File: src/rtl/hit_serializer.sv
// Hit serializer: queues per-target hit edges and replays each as a one-hot pulse on des.
// Latency: a hit edge sampled at edge k is pending at edge k; des goes one-hot at edge k+1 when idle.
// No backpressure: every event takes PULSE+GAP+1 cycles; a repeat hit on a pending target is merged and flags overflow.
module hit_serializer #(
  parameter int N_TARGETS    = 10,
  parameter int PULSE_CYCLES = 2,
  parameter int GAP_CYCLES   = 2
) (
  input  logic                 clk,
  input  logic                 reset,
  input  logic                 enable,
  input  logic [N_TARGETS-1:0] hit,
  output logic [N_TARGETS-1:0] des,
  output logic                 busy,
  output logic [3:0]           pending_count,
  output logic                 overflow
);

  localparam int MAX_CYC = (PULSE_CYCLES > GAP_CYCLES) ? PULSE_CYCLES : GAP_CYCLES;
  // cnt only ever holds values up to MAX_CYC-1
  localparam int CNT_W   = (MAX_CYC > 2) ? $clog2(MAX_CYC) : 1;
  localparam logic [CNT_W-1:0] PULSE_LOAD = CNT_W'(PULSE_CYCLES - 1);
  localparam logic [CNT_W-1:0] GAP_LOAD   = CNT_W'(GAP_CYCLES - 1);

  typedef enum logic [1:0] {
    IDLE  = 2'd0,
    PULSE = 2'd1,
    GAP   = 2'd2
  } state_t;

  logic [N_TARGETS-1:0] hit_q;
  logic [N_TARGETS-1:0] pending_q, pending_d;
  logic [N_TARGETS-1:0] sel_q, sel_d;
  logic [N_TARGETS-1:0] des_q, des_d;
  logic [CNT_W-1:0]     cnt_q, cnt_d;
  state_t               state_q, state_d;
  logic                 busy_q, busy_d;
  logic                 overflow_q, overflow_d;

  logic [N_TARGETS-1:0] new_hits;
  logic [N_TARGETS-1:0] lowest;
  logic [N_TARGETS-1:0] take;
  logic [3:0]           pend_cnt;

  // Edge detect, lowest-index pick and pending-set update; a bit taken and re-hit in the same cycle stays queued
  always_comb begin
    new_hits   = hit & ~hit_q & {N_TARGETS{enable}};
    lowest     = pending_q & (~pending_q + N_TARGETS'(1));
    take       = ((state_q == IDLE) && (pending_q != '0)) ? lowest : '0;
    pending_d  = (pending_q & ~take) | new_hits;
    overflow_d = overflow_q | ((new_hits & pending_q & ~take) != '0);
  end

  // Next-state logic for the pulse/gap sequencer; des is registered from des_d
  always_comb begin
    state_d = state_q;
    cnt_d   = cnt_q;
    sel_d   = sel_q;
    des_d   = des_q;
    case (state_q)
      IDLE: begin
        if (pending_q != '0) begin
          sel_d   = take;
          des_d   = take;
          cnt_d   = PULSE_LOAD;
          state_d = PULSE;
        end else begin
          des_d = '0;
        end
      end
      PULSE: begin
        if (cnt_q == '0) begin
          des_d   = '0;
          cnt_d   = GAP_LOAD;
          state_d = GAP;
        end else begin
          cnt_d = cnt_q - CNT_W'(1);
          des_d = sel_q;
        end
      end
      GAP: begin
        des_d = '0;
        if (cnt_q == '0) begin
          state_d = IDLE;
        end else begin
          cnt_d = cnt_q - CNT_W'(1);
        end
      end
      default: begin
        des_d   = '0;
        cnt_d   = '0;
        state_d = IDLE;
      end
    endcase
    busy_d = (state_d != IDLE) || (pending_d != '0);
  end

  // Population count of the pending set for status reporting
  always_comb begin
    pend_cnt = '0;
    for (int i = 0; i < N_TARGETS; i++) begin
      pend_cnt = pend_cnt + 4'(pending_q[i]);
    end
  end

  // State registers; reset discards queued hits and drops des immediately
  always_ff @(posedge clk or posedge reset) begin
    if (reset) begin
      hit_q      <= '0;
      pending_q  <= '0;
      state_q    <= IDLE;
      cnt_q      <= '0;
      sel_q      <= '0;
      des_q      <= '0;
      busy_q     <= 1'b0;
      overflow_q <= 1'b0;
    end else begin
      hit_q      <= hit;
      pending_q  <= pending_d;
      state_q    <= state_d;
      cnt_q      <= cnt_d;
      sel_q      <= sel_d;
      des_q      <= des_d;
      busy_q     <= busy_d;
      overflow_q <= overflow_d;
    end
  end

  assign des           = des_q;
  assign busy          = busy_q;
  assign overflow      = overflow_q;
  assign pending_count = pend_cnt;

endmodule

File: config.mk
export PLATFORM = sky130hd
export DESIGN_NAME = hit_serializer
export DESIGN_NICKNAME = d
export VERILOG_FILES = /design/src/rtl/hit_serializer.sv
export SDC_FILE = /design/constraint.sdc
export NUM_CORES = 1
export LEC_CHECK = 0
export CAP_MARGIN = 20
export CELL_PAD_IN_SITES_DETAIL_PLACEMENT = 1
export CELL_PAD_IN_SITES_GLOBAL_PLACEMENT = 1
export CORE_ASPECT_RATIO = 1.75
export CORE_MARGIN = 3
export CORE_UTILIZATION = 38
export CTS_CLUSTER_DIAMETER = 80
export DETAILED_ROUTE_END_ITERATION = 8
export PLACE_DENSITY = 0.81
export SLEW_MARGIN = 40
export SYNTH_ARGS = -nofsm -noshare
export SYNTH_HDL_FRONTEND = slang
export SYNTH_SLANG_ARGS = --single-unit
File: constraint.sdc
create_clock -name clk -period 3.6 [get_ports clk]
set_clock_uncertainty 0.2 [all_clocks]
set_input_delay 0.54 -clock clk [delete_from_list [all_inputs] [get_ports clk]]
set_output_delay 0.54 -clock clk [all_outputs]
set_load 0.01 [all_outputs]
==> results.md, run 1 <==
* Final Net Count at 265
* Worst-skew pair later-pin latency at 0.30 ns
* Critical-path top delay cell: fa_1
* Final WS setup at -0.282 ns
* Seq/Total Area, Yosys at 52.7%
* PD cells at 411 mW/mm^2
* Post-Syn Area at 0.00214 sq mm
* Worst path top cell family by delay: adder cells
* Final setup violation count at 3
* Status: complete, but fails checks
* Post-CTS Hold Buffers at 0
* EDFF count, synth at 0
* DRT Pass-1 Iters at 4
* Fmax at 258 MHz
* Max_slew headroom at 44.1%
* YS warnings at 0
* Routability Congestion at 0.918
* RSZ-0062 raised after global routing: yes
* Max VDD drop at 0.290 mV
* Via count at 1,738
* WS Path Type: reg -> out
* All-Layer GR Usage at 18.3%
* TritonCTS Sinks at 45
* Worst Hold Class: reg -> reg
* Tcrit/Tclk final at 108%
* Syn nets at 219
* CTS tree: done
* Die area at 0.00660 sq mm
* Number of I/O pins at 29
* Initial drt markers at 41
* CP max stage delay at 0.58 ns
* Die Y at 105 um
* RR Endpoint: busy
* Top cells by area, synth: dfrtp_1 (53%), fa_1 (5.6%), nand2_1 (4.7%)
* Post-Synthesis Cells at 196
* WL final at 5.65 mm
* DRC viols at 0
* Reg2Reg Setup Slack at 0.93 ns
* Crit. End Element: primary output
* Initial antenna violation count at 0
* Initial core utilization at 40.0%
* Leak at 1.24 nW
* Min Tclk post-route at 3.88 ns
* Critical-path cell list: inv_2, fa_1, fa_1, fa_1, inv_1, ha_2, inv_2, fa_2, inv_2, buf_6
* Share of cells above drive strength 1 at 19.8%
* Area leader, netlist: dfrtp_1
* Hold Crit Depth at 2
* Critical R2R Launch: pending_q[0]
* Row cnt at 35
* Startpoint types: register
* Tot Pwr at 1.12 mW
* Worst-path clk slew at 0.08 ns
* Deepest clock path buffer count at 2
* Layout area overhead at 27.2%
* Worst slack, placed at -0.439 ns
* Most used DFF post-synth: dfrtp_1
* Maxcap violations at 0
* Worst slew pin tran at 0.833 ns
* WL/cell at 17.8 um
* Setup TNS at -0.592 ns
* First-pass GRT wire length at 9.32 mm
* Final hold violation count at 0
* Die Wd at 62.7 um
* Violated checks: negative setup slack
* Synth top cells by count: dfrtp_1 (45), nand2_1 (27), inv_1 (20)
* R2R cell count at 7
* Ant. Diodes at 0
* CP arrival at 3.14 ns
* Number of nets with antenna violations after routing at 0
* Finished Core Util at 50.9%
* Slew Viols, Final at 0
* Synth cell types at 42
* Most common cell in the synthesized netlist: dfrtp_1
* Gr ovfl total at 0
* Async set-reset flop share out of synthesis at 100%
* HP Start: sel_q[1]
* Syn_area_per_cell at 10.9 sq um
* Via density at 5.48
* Hold Path End: sel_q[1]
* Worst Path Max Fanout at 2
* Worst Path Buf+Inv at 5
* H-tree depth at 2
* Vias in the first global route at 1,838
* CORE AREA at 0.00534 sq mm
* Synth top area share at 52.7%
* Post-synthesis register bit count at 45
* Port-buffer cells at 28
* DP Wirelength at 4.17 mm
* CTS Root Cell: clkbuf_8
* Hold_ws at 0.284 ns
* Required @ worst endpoint at 2.86 ns
* Largest net degree at the start of global routing at 25
* Num CTS Buffers at 5
## cell type report
class | instances | area [sq um]
multi-input combinational | 124 | 902
sequential | 45 | 1130
fill | 605 | 2630
tap | 74 | 92.6
clock inverter | 2 | 37.5
inverter | 20 | 75.1
clock buffer | 6 | 82.6
timing repair buffer | 46 | 402
## power breakdown
group	internal [mW]	leakage (nW)	switching, mW
combinational	0.0922	0.639	0.0971
sequential	0.522	0.540	0.0129
clock	0.225	0.0574	0.169
## how the worst max path moves through the flow
stage | from | cells after the start | end
CTS | pending_q[5] | 10 | pending_count[1]
global route | pending_q[9] | 10 | pending_count[2]
detailed placement | pending_q[1] | 10 | pending_count[2]
global placement | pending_q[3] | 10 | pending_count[2]
floorplan | pending_q[3] | 10 | pending_count[2]
finish | pending_q[9] | 10 | pending_count[1]
## metrics by stage
step / cell area [sq um] / cells
6_report: 2720 / 317
5_1_grt: 2720 / 317
4_1_cts: 2700 / 316
3_5_place_dp: 2560 / 303
3_3_place_gp: 2560 / 303
2_1_floorplan: 2140 / 196
## sequential cells by signal (all words and copies together), names as in the netlist
name and flops:
overflow 1, hit_q 10, pending_q 10, busy 1, cnt_q 1, state_q 2
des 10, sel_q 10
## timing repair
item,in CTS,in global routing
pin swaps,6,5
gates cloned,0,0
resized for setup,21,5
setup buffers,5,1
setup endpoints to repair,4,4
## routing by layer
metal  GRT usage (%)  wire length [um]  vias up
met2            34.4              3220       45
li1                -                 -      790
met3            3.01               167       18
met4            10.7               236        0
met5               0                 0        -
met1            18.3              2020      885
## worst reg2reg max path, delay by kind of cell, from the launching register on
kind	cells	cell delay (ns)
AO/OA/AOI/OAI	1	0.28
buffers and inverters	2	0.27
flip-flops	1	0.39
AND/OR/NAND/NOR	4	1.41
## logic make-up (layout without fill, tap and decap cells)
kind of cell | Yosys count | after routing | synth area share [%]
buf+inv | 27 | 74 | 5.50
simple gates | 72 | 72 | 18.7
compound gates | 41 | 41 | 14.7
flops | 45 | 45 | 52.7
xor+xnor | 1 | 1 | 0.410
fa+ha+maj | 10 | 10 | 7.96
## cells in the final DEF (no fill, tap or decap), types with 2 or more instances in the layout
cell / count
dfrtp_1: 45
nand2_1: 27
clkdlybuf4s50_1: 24
buf_4: 18
inv_1: 13
a32o_1: 10
o21ai_0: 8
nor2_1: 7
inv_2: 7
clkbuf_8: 6
nor4_1: 5
nand3_1: 5
fa_1: 5
nand4_1: 4
nand3b_1: 4
nand4b_1: 4
nor3_1: 3
or3_1: 3
and3b_1: 3
a31oi_1: 3
ha_1: 3
buf_2: 3
a22o_1: 2
a21o_1: 2
a311o_1: 2
a21oi_2: 2
o22ai_1: 2
a21oi_1: 2
Note: power is estimated with default switching activity, not from simulation.
==> run 2: changes to the inputs <==
==> config.mk (replaced) <==
export PLATFORM = sky130hd
export DESIGN_NAME = hit_serializer
export DESIGN_NICKNAME = d
export VERILOG_FILES = /design/src/rtl/hit_serializer.sv
export SDC_FILE = /design/constraint.sdc
export NUM_CORES = 1
export LEC_CHECK = 0
export CAP_MARGIN = 20
export CORE_ASPECT_RATIO = 1.75
export CORE_MARGIN = 3
export CORE_UTILIZATION = 44
export CTS_CLUSTER_DIAMETER = 80
export DETAILED_ROUTE_END_ITERATION = 8
export PLACE_DENSITY = 0.76
export SYNTH_ARGS = -nofsm -noshare
export SYNTH_HDL_FRONTEND = slang
export SYNTH_SLANG_ARGS = --single-unit
==> run 2 against run 1 <==
The flow still finishes with violations (negative setup slack). Critical path depth is the same. First-iteration DRC count shrank 7.3%. Non-clock buffer count shrank 2. Global-route usage grew 0.96 points. Final cell count shrank 7.9%. Worst hold slack gained 0.0086 ns. Critical endpoint unchanged.
==> results.md, run 2 (synthesis results as in run 1) <==
* Status: complete, but fails checks
* Violated checks: negative setup slack
* Worst slew pin tran at 0.806 ns
* DRC viols at 0
* RSZ-0062 raised after global routing: yes
* Port-buffer cells at 28
* Commonest non-fill, non-tap cell in the layout: dfrtp_1
* Tcrit/Tclk final at 107%
* Initial core utilization at 46.8%
* First-pass GRT wire length at 8.40 mm
* RR Endpoint: overflow
* Final setup violation count at 3
* Max_slew headroom at 45.9%
* Worst slack, placed at -0.347 ns
* Die Y at 98.2 um
* Ant. Diodes at 0
* Reg2Reg Setup Slack at 1.08 ns
* Hold Crit Depth at 2
* Min Tclk post-route at 3.85 ns
* Worst-path clk slew at 0.08 ns
* Die Wd at 58.7 um
* Cell Area, Placed at 0.00253 sq mm
* R2R cell count at 8
* Initial antenna violation count at 0
* Worst Path Buf+Inv at 5
* Critical-path cell list: inv_2, fa_1, fa_2, fa_1, inv_2, ha_4, inv_2, fa_2, inv_1, buf_2
* Die area at 0.00576 sq mm
* CTS Root Cell: clkbuf_8
* CP arrival at 3.11 ns
* Required @ worst endpoint at 2.86 ns
* H-tree depth at 2
* Fmax at 260 MHz
* TritonCTS Sinks at 45
* Met3 wire length at 170 um
* Leak at 1.22 nW
* Worst Hold Class: reg -> reg
* Via density at 5.76
* All-Layer GR Usage at 19.2%
* Max layer used: met4
* DRT Pass-1 Iters at 4
* Met1 WL at 1.96 mm
* Slew Viols, Final at 0
* Num CTS Buffers at 5
* DP Wirelength at 3.73 mm
* Largest net degree at the start of global routing at 24
* Maxcap violations at 0
* Layout area overhead at 24.8%
* Share of cells above drive strength 1 at 18.7%
* Via count at 1,681
* Number of nets with antenna violations after routing at 0
* Cell mode on critical path: inv_2
* Post-CTS Hold Buffers at 0
* HP Start: sel_q[5]
* Critical R2R Launch: pending_q[0]
* Hold Path End: sel_q[5]
* CORE AREA at 0.00456 sq mm
* WL final at 4.96 mm
* CP max stage delay at 0.55 ns
* Tot Pwr at 1.05 mW
* Number of I/O pins at 29
* PD cells at 395 mW/mm^2
* Routability Congestion at 0.926
* Startpoint types: register
* Final WS setup at -0.251 ns
* WS Path Type: reg -> out
* Final hold violation count at 0
* Most frequent cells in the layout: dfrtp_1 (45), nand2_1 (27), clkdlybuf4s50_1 (24)
* Deepest clock path buffer count at 2
* Fin area at 0.00267 sq mm
* Number of fill cells at 392
* Initial drt markers at 38
* Row cnt at 32
* Final Net Count at 263
* Worst path top cell family by delay: adder cells
* Crit. End Element: primary output
* Vias in the first global route at 1,732
* WL/cell at 17.0 um
* Max VDD drop at 0.322 mV
* Met2 routed WL at 2.65 mm
* Gr ovfl total at 0
* CTS tree: done
* Worst Path Max Fanout at 2
* Critical-path top delay cell: fa_2
* Worst-skew pair later-pin latency at 0.30 ns
## run 2: how the worst max path moves through the flow
stage                             from  slack (ns)          endpoint  cells after the start
final                     pending_q[7]       -0.25  pending_count[1]                     10
after floorplan           pending_q[3]        0.08  pending_count[2]                     10
after global routing      pending_q[7]       -0.32  pending_count[1]                     10
after CTS                 pending_q[9]       -0.33  pending_count[1]                     10
after detailed placement  pending_q[3]       -0.35  pending_count[2]                     10
after global placement    pending_q[5]       -0.31  pending_count[2]                     10
## run 2: cell type report
type                            count  area [sq um]  area share (%)
Sequential cell                    45          1130            42.2
Multi-Input combinational cell    124           911            34.1
Timing Repair Buffer               44           390            14.6
Clock buffer                        7          96.3            3.61
Inverter                           20          75.1            2.81
Tap cell                           51          63.8            2.39
Clock inverter                      1          5.00           0.188
## run 2: layer usage
layer / vias up / global-route usage (%)
li1: 783 / -
met5: - / 0
met3: 16 / 4.23
met4: 0 / 9.77
met1: 843 / 22.7
met2: 39 / 32.0
## run 2: tightest hold or removal path: stages, from the launching register on
cell and delay [ns]:
dfrtp_1 0.36, nand2_1 0.05, nand2_1 0.05
## run 2: stage by stage
step / util (%) / setup TNS [ns] / hold WS, ns / cells
2_1_floorplan: - / 0 / 0.247 / 196
3_3_place_gp: 55.4 / -0.652 / 0.259 / 280
3_5_place_dp: 55.4 / -0.764 / 0.267 / 280
4_1_cts: 57.7 / -0.767 / 0.287 / 289
5_1_grt: 58.4 / -0.802 / 0.325 / 292
6_report: 58.4 / -0.550 / 0.292 / 292
## run 2: where the power goes
group	internal (mW)	leakage [nW]	switching (mW)
clock network	0.173	0.0542	0.169
logic	0.0866	0.625	0.0908
registers	0.522	0.540	0.0138
## run 2: repair_timing
item                       in CTS  in global routing
buffers inserted                1                  3
setup endpoints to repair       4                  4
cloned                          0                  0
resized for setup              18                  5
pin swaps                       5                  3
hold endpoints to repair        0                  0
